$ cat config.mk
export PLATFORM = sky130hd
export DESIGN_NAME = matrix_operand_bank
export DESIGN_NICKNAME = d
export VERILOG_FILES = /design/src/rtl/matrix_operand_bank.sv
export SDC_FILE = /design/constraint.sdc
export NUM_CORES = 1
export LEC_CHECK = 0
export ABC_CLOCK_PERIOD_IN_PS = 8600
export CAP_MARGIN = 40
export CELL_PAD_IN_SITES_DETAIL_PLACEMENT = 1
export CELL_PAD_IN_SITES_GLOBAL_PLACEMENT = 2
export CORE_AREA = 4 4 319 258
export DETAILED_ROUTE_END_ITERATION = 7
export DIE_AREA = 0 0 323 262
export GPL_TIMING_DRIVEN = 0
export PLACE_DENSITY_LB_ADDON = 0.1
export SETUP_SLACK_MARGIN = 0.05
export SYNTH_ARGS = -nofsm -noshare
export SYNTH_HDL_FRONTEND = slang
export SYNTH_SLANG_ARGS = --single-unit
$ cat constraint.sdc
create_clock -name clk -period 8.6 [get_ports clk]
set_input_delay 1.72 -clock clk [delete_from_list [all_inputs] [get_ports clk]]
set_output_delay 1.72 -clock clk [all_outputs]
set_load 0.05 [all_outputs]
$ cat src/rtl/matrix_operand_bank.sv
// Operand bank for the MAC matrix multiplier: streams A then B in from the host,
// starts the multiplier and serves its registered A/B read requests.
module matrix_operand_bank #(
  parameter int M                      = 4,
  parameter int K                      = 4,
  parameter int N                      = 4,
  parameter int DATA_WIDTH_INIT_MATRIX = 32
) (
  input  logic                              clk,
  input  logic                              resetn,
  input  logic                              load_start,
  input  logic                              load_valid,
  input  logic [DATA_WIDTH_INIT_MATRIX-1:0] load_data,
  output logic                              load_ready,
  input  logic [$clog2(M)-1:0]              row_addr_a,
  input  logic [$clog2(K)-1:0]              col_addr_a,
  input  logic                              matrix_a_re,
  input  logic [$clog2(K)-1:0]              row_addr_b,
  input  logic [$clog2(N)-1:0]              col_addr_b,
  input  logic                              matrix_b_re,
  output logic [DATA_WIDTH_INIT_MATRIX-1:0] data_out_a,
  output logic [DATA_WIDTH_INIT_MATRIX-1:0] data_out_b,
  output logic                              do_mac,
  input  logic                              mac_done,
  output logic                              bank_busy,
  output logic                              run_done
);

  localparam int DW      = DATA_WIDTH_INIT_MATRIX;
  localparam int ARW     = $clog2(M);
  localparam int ACW     = $clog2(K);
  localparam int BRW     = $clog2(K);
  localparam int BCW     = $clog2(N);
  localparam int A_WORDS = M * K;
  localparam int B_WORDS = K * N;
  localparam int MAXW    = (A_WORDS > B_WORDS) ? A_WORDS : B_WORDS;
  localparam int CNT_W   = (MAXW > 1) ? $clog2(MAXW) : 1;

  typedef enum logic [2:0] {IDLE, LOAD_A, LOAD_B, RUN, DRAIN} state_t;

  state_t             state, state_nxt;
  logic [CNT_W-1:0]   cnt;
  logic               xfer, last_a, last_b;
  int unsigned        cnt_u;
  logic [ARW-1:0]     wa_row;
  logic [ACW-1:0]     wa_col;
  logic [BRW-1:0]     wb_row;
  logic [BCW-1:0]     wb_col;
  logic               a_in_range, b_in_range;

  logic [DW-1:0] mem_a [M][K];
  logic [DW-1:0] mem_b [K][N];

  assign xfer   = load_valid && load_ready;
  assign last_a = (cnt == CNT_W'(A_WORDS - 1));
  assign last_b = (cnt == CNT_W'(B_WORDS - 1));

  always_comb begin
    cnt_u  = 32'(cnt);
    wa_row = ARW'(cnt_u / K);
    wa_col = ACW'(cnt_u % K);
    wb_row = BRW'(cnt_u / N);
    wb_col = BCW'(cnt_u % N);
  end

  always_ff @(posedge clk or negedge resetn) begin
    if (!resetn) state <= IDLE;
    else         state <= state_nxt;
  end

  always_comb begin
    state_nxt = state;
    case (state)
      IDLE:    if (load_start)      state_nxt = LOAD_A;
      LOAD_A:  if (xfer && last_a)  state_nxt = LOAD_B;
      LOAD_B:  if (xfer && last_b)  state_nxt = RUN;
      RUN:     if (mac_done)        state_nxt = DRAIN;
      DRAIN:                        state_nxt = IDLE;
      default:                      state_nxt = IDLE;
    endcase
  end

  always_comb begin
    load_ready = (state == LOAD_A) || (state == LOAD_B);
    do_mac     = (state == RUN);
    bank_busy  = (state != IDLE);
    run_done   = (state == DRAIN);
  end

  always_ff @(posedge clk or negedge resetn) begin
    if (!resetn) begin
      cnt <= '0;
    end else begin
      case (state)
        IDLE:   if (load_start) cnt <= '0;
        LOAD_A: if (xfer)       cnt <= last_a ? '0 : cnt + 1'b1;
        LOAD_B: if (xfer)       cnt <= last_b ? '0 : cnt + 1'b1;
        default: ;
      endcase
    end
  end

  // Storage is deliberately unreset so contents survive resetn.
  always_ff @(posedge clk) begin
    if (state == LOAD_A && xfer) mem_a[wa_row][wa_col] <= load_data;
    if (state == LOAD_B && xfer) mem_b[wb_row][wb_col] <= load_data;
  end

  // Out-of-range addresses only occur for non-power-of-2 dimensions.
  assign a_in_range = (32'(row_addr_a) < M) && (32'(col_addr_a) < K);
  assign b_in_range = (32'(row_addr_b) < K) && (32'(col_addr_b) < N);

  always_ff @(posedge clk or negedge resetn) begin
    if (!resetn) begin
      data_out_a <= '0;
      data_out_b <= '0;
    end else begin
      if (matrix_a_re) data_out_a <= a_in_range ? mem_a[row_addr_a][col_addr_a] : '0;
      if (matrix_b_re) data_out_b <= b_in_range ? mem_b[row_addr_b][col_addr_b] : '0;
    end
  end

endmodule
==> results of run 1 <==
[placed cells by master, fill, tap and decap left out, drive strengths merged, types with 7 or more instances in the layout]
| cell type | Yosys | layout |
|---|---|---|
| clkinv | 0 | 25 |
| clkdlybuf4s50 | 0 | 107 |
| edfxtp | 1024 | 1024 |
| dfrtp | 71 | 71 |
| nand2 | 15 | 15 |
| o22ai | 129 | 129 |
| mux4 | 256 | 256 |
| inv | 6 | 7 |
| buf | 67 | 147 |
| a21oi | 67 | 67 |
| clkbuf | 37 | 192 |
| nor2 | 34 | 34 |
| mux2 | 64 | 64 |
[flip-flops by register name, summed over array words and instances (netlist names)]
signal,count
cnt,4
mem_a,512
data_out_a,32
state,3
mem_b,512
data_out_b,32
[worst max-delay path, cell delays in order (launching register included)]
cell and delay, ns:
dfrtp_1 0.45, clkbuf_1 0.38, and3_1 0.22, clkdlybuf4s50_1 0.80
[per-layer routing]
metal	wire length [um]	GRT usage [%]	part of all wire (%)
met4	1590	4.45	1.5
met2	49400	39.7	48
met3	6650	4.81	6.4
met1	45500	37.7	44
met5	0	0	0
[path summary, 6_finish.rpt]
kind                          startpoint              to
max in group asynchronous         resetn   data_out_b[3]
hold / removal             data_out_a[3]   data_out_a[3]
hold reg to reg            data_out_a[3]   data_out_a[3]
setup reg to reg                state[1]    mem_b[3][71]
setup / recovery                state[2]        run_done
min in group asynchronous         resetn  data_out_a[21]
[metrics by stage]
step / setup WS [ns] / hold WS, ns / std cells
after detailed placement: 3.83 / 0.562 / 3026
after global routing: 4.24 / 0.601 / 3217
after CTS: 4.33 / 0.580 / 3216
after global placement: -1.45 / 0.569 / 2948
after floorplan: 3.21 / 0.528 / 1806
final: 4.37 / 0.577 / 3217
[layout make-up]
class	instances	area [um^2]	area share [%]
multi-input combinational	601	8630	17.6
inverter	6	22.5	0.0459
clock inverter	35	333	0.678
timing repair buffer	187	2570	5.25
sequential	1095	32500	66.3
buffer	104	674	1.37
tap	1034	1290	2.64
clock buffer	155	3010	6.13
[cells by family (layout without fill, tap and decap cells)]
kind of cell	count (synthesis)	after routing
multiplexers	321	321
adder cells (fa/ha/maj)	4	4
buffers and inverters	110	487
AO/OA/AOI/OAI	205	205
XOR/XNOR	1	1
AND/OR/NAND/NOR	70	70
flip-flops	1095	1095
[power by group]
| part | leakage [uW] | internal (uW) | switching [uW] |
|---|---|---|---|
| combinational | 0.00405 | 479 | 824 |
| sequential | 0.0100 | 6120 | 107 |
| clock | 0.00164 | 2590 | 1910 |
| total | 0.0157 | 9190 | 2840 |
==> results.ini, run 1 <==
[status]
outcome = finished, final reports clean

[sta]
period_needed_ns = 4.23
worst_slew_pin_slew_ns = 0.962
fmax_mhz = 236
maxSlewHeadroom_pct = 35.3
fin_worst_skew_ns = 0.0150
rsz0062_at_grt = false
post-route-period-util_pct = 49.2
finalSetupViolations = 0
setup_tns_ns = 0
hold_viol_final = 0
slew_viol_final = 0

[global_routing]
grt_use_total_pct = 25.1
grt_pass1_wl_um = 151000
grt_pass1_vias = 21641
grt_overflow = 0
antenna_found_initial = 0
grt_max_degree = 48

[layout]
nNetsFinal = 2149
antenna_cells = 0
final_util_pct = 62.3
area_delta_synth_final_pct = 17.9
drive_gt1_share_pct = 29.5
nFillCells = 6319
final_cell_area_mm2 = 0.0491

[clocking]
clock_sinks = 1095
cts_tree = built
ctsHtreeMaxLevel = 3
post_cts_resized = 0
numCtsBuffers = 103
root_buffer = clkbuf_16
clk_latency_ns = 0.66
ctsHoldBuffers = 0
cts_max_path_buffers = 3
postCtsSetupRepairBufs = 0
cts.clk_slew.worst_paths_ns = 0.06

[placement]
dp_hpwl_um = 67800
place_area_mm2 = 0.0457
gp_congestion = 0.747
port_buffers = 108

[die]
die_h_um = 262
rows = 92
initial_utilization_pct = 52.8
ios = 115
die_area_mm2 = 0.0846
die_w_um = 323
core_mm2 = 0.0787

[synth]
yosys.area.top_type = edfxtp_1
synth_flop_cell = edfxtp_1
syn_nets = 1857
synth_top_family_by_area = multiplexers
yosys-top-cells-count = edfxtp_1, mux4_2, o22ai_1
synth_cell_types = 34
synth-edff-count = 1024
synthAdderAreaFrac_pct = 0.120
netlist_instances = 1806
synth_area_leaders = edfxtp_1, mux4_2, dfrtp_1, mux4_1, mux2_2
synth_mux_area_share_pct = 16.0
yosys_warnings = 0
synth_area_mm2 = 0.0416
ys_ff_latch = 1095
post_synth_xor_area_fraction_pct = 0.0210
synth_compound_area_share_pct = 3.29
synth-seq-area-share_pct = 78.2
async_reset_ff_share_pct = 6.48
synth_most_common_cell = edfxtp_1
synthSimpleGateAreaFrac_pct = 0.749
synth.avg_cell_area_um2 = 23.0
synth_top_area_share_pct = 73.9

[worst_setup_path]
worstRegToRegCells = 6
endpoint_kind = output pin
start_kind = register
crit_arrival_ns = 2.51
crit_required_ns = 6.88
r2r_setup_slack_ns = 5.43
criticalPathCategory = reg -> out
cp_max_fo = 10

[pwr]
p_per_area_mw_per_mm2 = 245
ir_drop_v = 0.000197
power_uw = 12000
leakagePower_uw = 0.0157

[routing]
vias = 20137
wirelength_um = 103000
drtIter0Drc = 2256
wire_per_inst_um = 32.1
drc = 0
via_per_inst = 6.26
postRouteAntennaNets = 0
drtPass1Iterations = 5

[hold_path]
hp-class = reg -> reg
hold_path_depth = 2

[flow_run]
drv_cap = 0

Power figures use the tool's default switching activity.
==> inputs of run 2 (changes only) <==
--- a/config.mk
+++ b/config.mk
@@ -5,13 +5,13 @@
 export SDC_FILE = /design/constraint.sdc
 export NUM_CORES = 1
 export LEC_CHECK = 0
-export ABC_CLOCK_PERIOD_IN_PS = 8600
+export ABC_CLOCK_PERIOD_IN_PS = 3700
 export CAP_MARGIN = 40
 export CELL_PAD_IN_SITES_DETAIL_PLACEMENT = 1
 export CELL_PAD_IN_SITES_GLOBAL_PLACEMENT = 2
-export CORE_AREA = 4 4 319 258
+export CORE_AREA = 4 4 345 279
 export DETAILED_ROUTE_END_ITERATION = 7
-export DIE_AREA = 0 0 323 262
+export DIE_AREA = 0 0 349 283
 export GPL_TIMING_DRIVEN = 0
 export PLACE_DENSITY_LB_ADDON = 0.1
 export SETUP_SLACK_MARGIN = 0.05
==> constraint.sdc (replaced) <==
create_clock -name clk -period 3.7 [get_ports clk]
set_input_delay 0.74 -clock clk [delete_from_list [all_inputs] [get_ports clk]]
set_output_delay 0.74 -clock clk [all_outputs]
set_load 0.05 [all_outputs]
==> results.ini, run 2 (synthesis gave the netlist of run 1 again) <==
[worst_setup_path]
crit_start = state[2]
crit_arrival_ns = 2.56  ; +0.05 ns
r2r-start = state[1]
crit_required_ns = 2.96  ; -3.92 ns
endpoint_kind = output pin
cp_max_fo = 10  ; unchanged
criticalPathCategory = reg -> out
start_kind = register
worstRegToRegCells = 6  ; unchanged

[clocking]
cts_tree = built
ctsHtreeMaxLevel = 3  ; unchanged
clock_sinks = 1095  ; unchanged
clk_latency_ns = 0.68  ; +0.02 ns
ctsHoldBuffers = 0  ; unchanged
post_cts_resized = 0  ; unchanged
postCtsSetupRepairBufs = 0  ; unchanged
cts_max_path_buffers = 3  ; unchanged
root_buffer = clkbuf_16
numCtsBuffers = 109  ; +5.8%
cts.clk_slew.worst_paths_ns = 0.06  ; about the same

[global_routing]
grt_overflow = 0  ; unchanged
grt_util_met1_pct = 32.8  ; -4.9 points
met3_usage_pct = 3.35  ; -1.5 points
grt_pass1_wl_um = 152000  ; +0.67%
grt_use_total_pct = 21.3  ; -3.8 points
grt_pass1_vias = 21646  ; +0.023%
grt_max_degree = 39  ; -19%
grtUsageMet2_pct = 32.8  ; -6.9 points
top_usage_layer = met2
antenna_found_initial = 0  ; unchanged

[routing]
wire_per_inst_um = 30.3  ; -5.4%
drtPass1Iterations = 5  ; unchanged
wirelength_um = 104000  ; +0.70%
via_per_inst = 5.81  ; -7.2%
drtIter0Drc = 2109  ; -6.5%
vias = 19904  ; -1.2%
postRouteAntennaNets = 0  ; unchanged
drc = 0  ; unchanged

[hold_path]
hp-class = in -> async

[pwr]
leakagePower_uw = 0.0159  ; +1.1%
p_per_area_mw_per_mm2 = 579  ; +140%
ir_drop_v = 0.000372  ; +88%
power_uw = 28800  ; +140%

[sta]
setup_ws_ns = 0.401  ; -3.97 ns
period_needed_ns = 3.30
post-route-period-util_pct = 89.2
slew_viol_final = 0  ; unchanged
hold_viol_final = 0  ; unchanged
fin_worst_skew_ns = 0.0225  ; +0.00748 ns
finalSetupViolations = 0  ; unchanged
fmax_mhz = 303
worst_slew_pin_slew_ns = 0.924  ; -0.0380 ns
maxSlewHeadroom_pct = 38.4  ; +3.1 points
rsz0062_at_grt = false

[status]
outcome = finished, final reports clean

[die]
rows = 100  ; +8.7%
die_area_mm2 = 0.0988  ; +17%
initial_utilization_pct = 44.9  ; -8.0 points
die_h_um = 283  ; +8.0%
core_mm2 = 0.0927  ; +18%
ios = 115  ; unchanged
die_w_um = 349  ; +8.0%

[placement]
gp_congestion = 0.737  ; -1.3%
port_buffers = 108  ; unchanged
dp_hpwl_um = 69300  ; +2.2%
post-place-cells = 3220  ; +6.4%
preCtsSetupSlack_ns = -0.133  ; -3.96 ns

[layout]
final_cells = 3426  ; +6.5%
drive_gt1_share_pct = 29.7  ; +0.29 points
mostFrequentLayoutCells = edfxtp_1, mux4_2, clkbuf_16
final_common_cell = edfxtp_1
antenna_cells = 0  ; unchanged
area_delta_synth_final_pct = 19.5
reg_top3 = mem_a x512, mem_b x512
nNetsFinal = 2158  ; +0.42%

[flow_run]
drv_cap = 0  ; unchanged

-- run 2: layout make-up --
class	instances	area [um^2]
Clock buffer	149	3000
Sequential cell	1095	32500
Inverter	6	22.5
Multi-Input combinational cell	601	8630
Fill cell	7800	43000
Tap cell	1224	1530
Clock inverter	57	659
Timing Repair Buffer	190	2680
Buffer	104	674
-- run 2: metrics by stage --
step                      utilization, %  TNS (ns)  area [um^2]  hold WS, ns
final                               53.6         0        49700        0.131
after global routing                53.6         0        49700        0.123
after detailed placement            49.7    -12.43        46100        0.566
after floorplan                        -         0        41600        0.444
after CTS                           53.6         0        49700        0.108
after global placement              47.7  -2234.97        44200        0.559
-- run 2: per-layer routing --
metal / wire, um / share of wire (%)
met5: 0 / 0
met4: 1950 / 1.9
met3: 5160 / 5.0
met2: 48600 / 47
met1: 48100 / 46
-- run 2: path summary, 6_finish.rpt --
check | slack [ns] | endpoint
worst max register to register | 0.49 | mem_b[3][69]
worst min-delay path | 0.13 | state[1]
max in group asynchronous | 2.82 | data_out_b[7]
worst max-delay path | 0.40 | run_done
worst min register to register | 0.57 | data_out_b[7]
min in group clk | 0.57 | data_out_b[7]
-- run 2: where the power goes --
group | internal [uW] | total [uW] | switching (uW) | leakage (uW)
registers | 14200 | 14500 | 235 | 0.0100
logic | 1150 | 3060 | 1910 | 0.00408
clock network | 6660 | 11300 | 4630 | 0.00177
-- run 2: worst max-delay path, cell delays in order, from the launching register on --
cell	delay (ns)
dfrtp_1	0.44
clkbuf_1	0.42
and3_1	0.23
clkdlybuf4s50_1	0.80
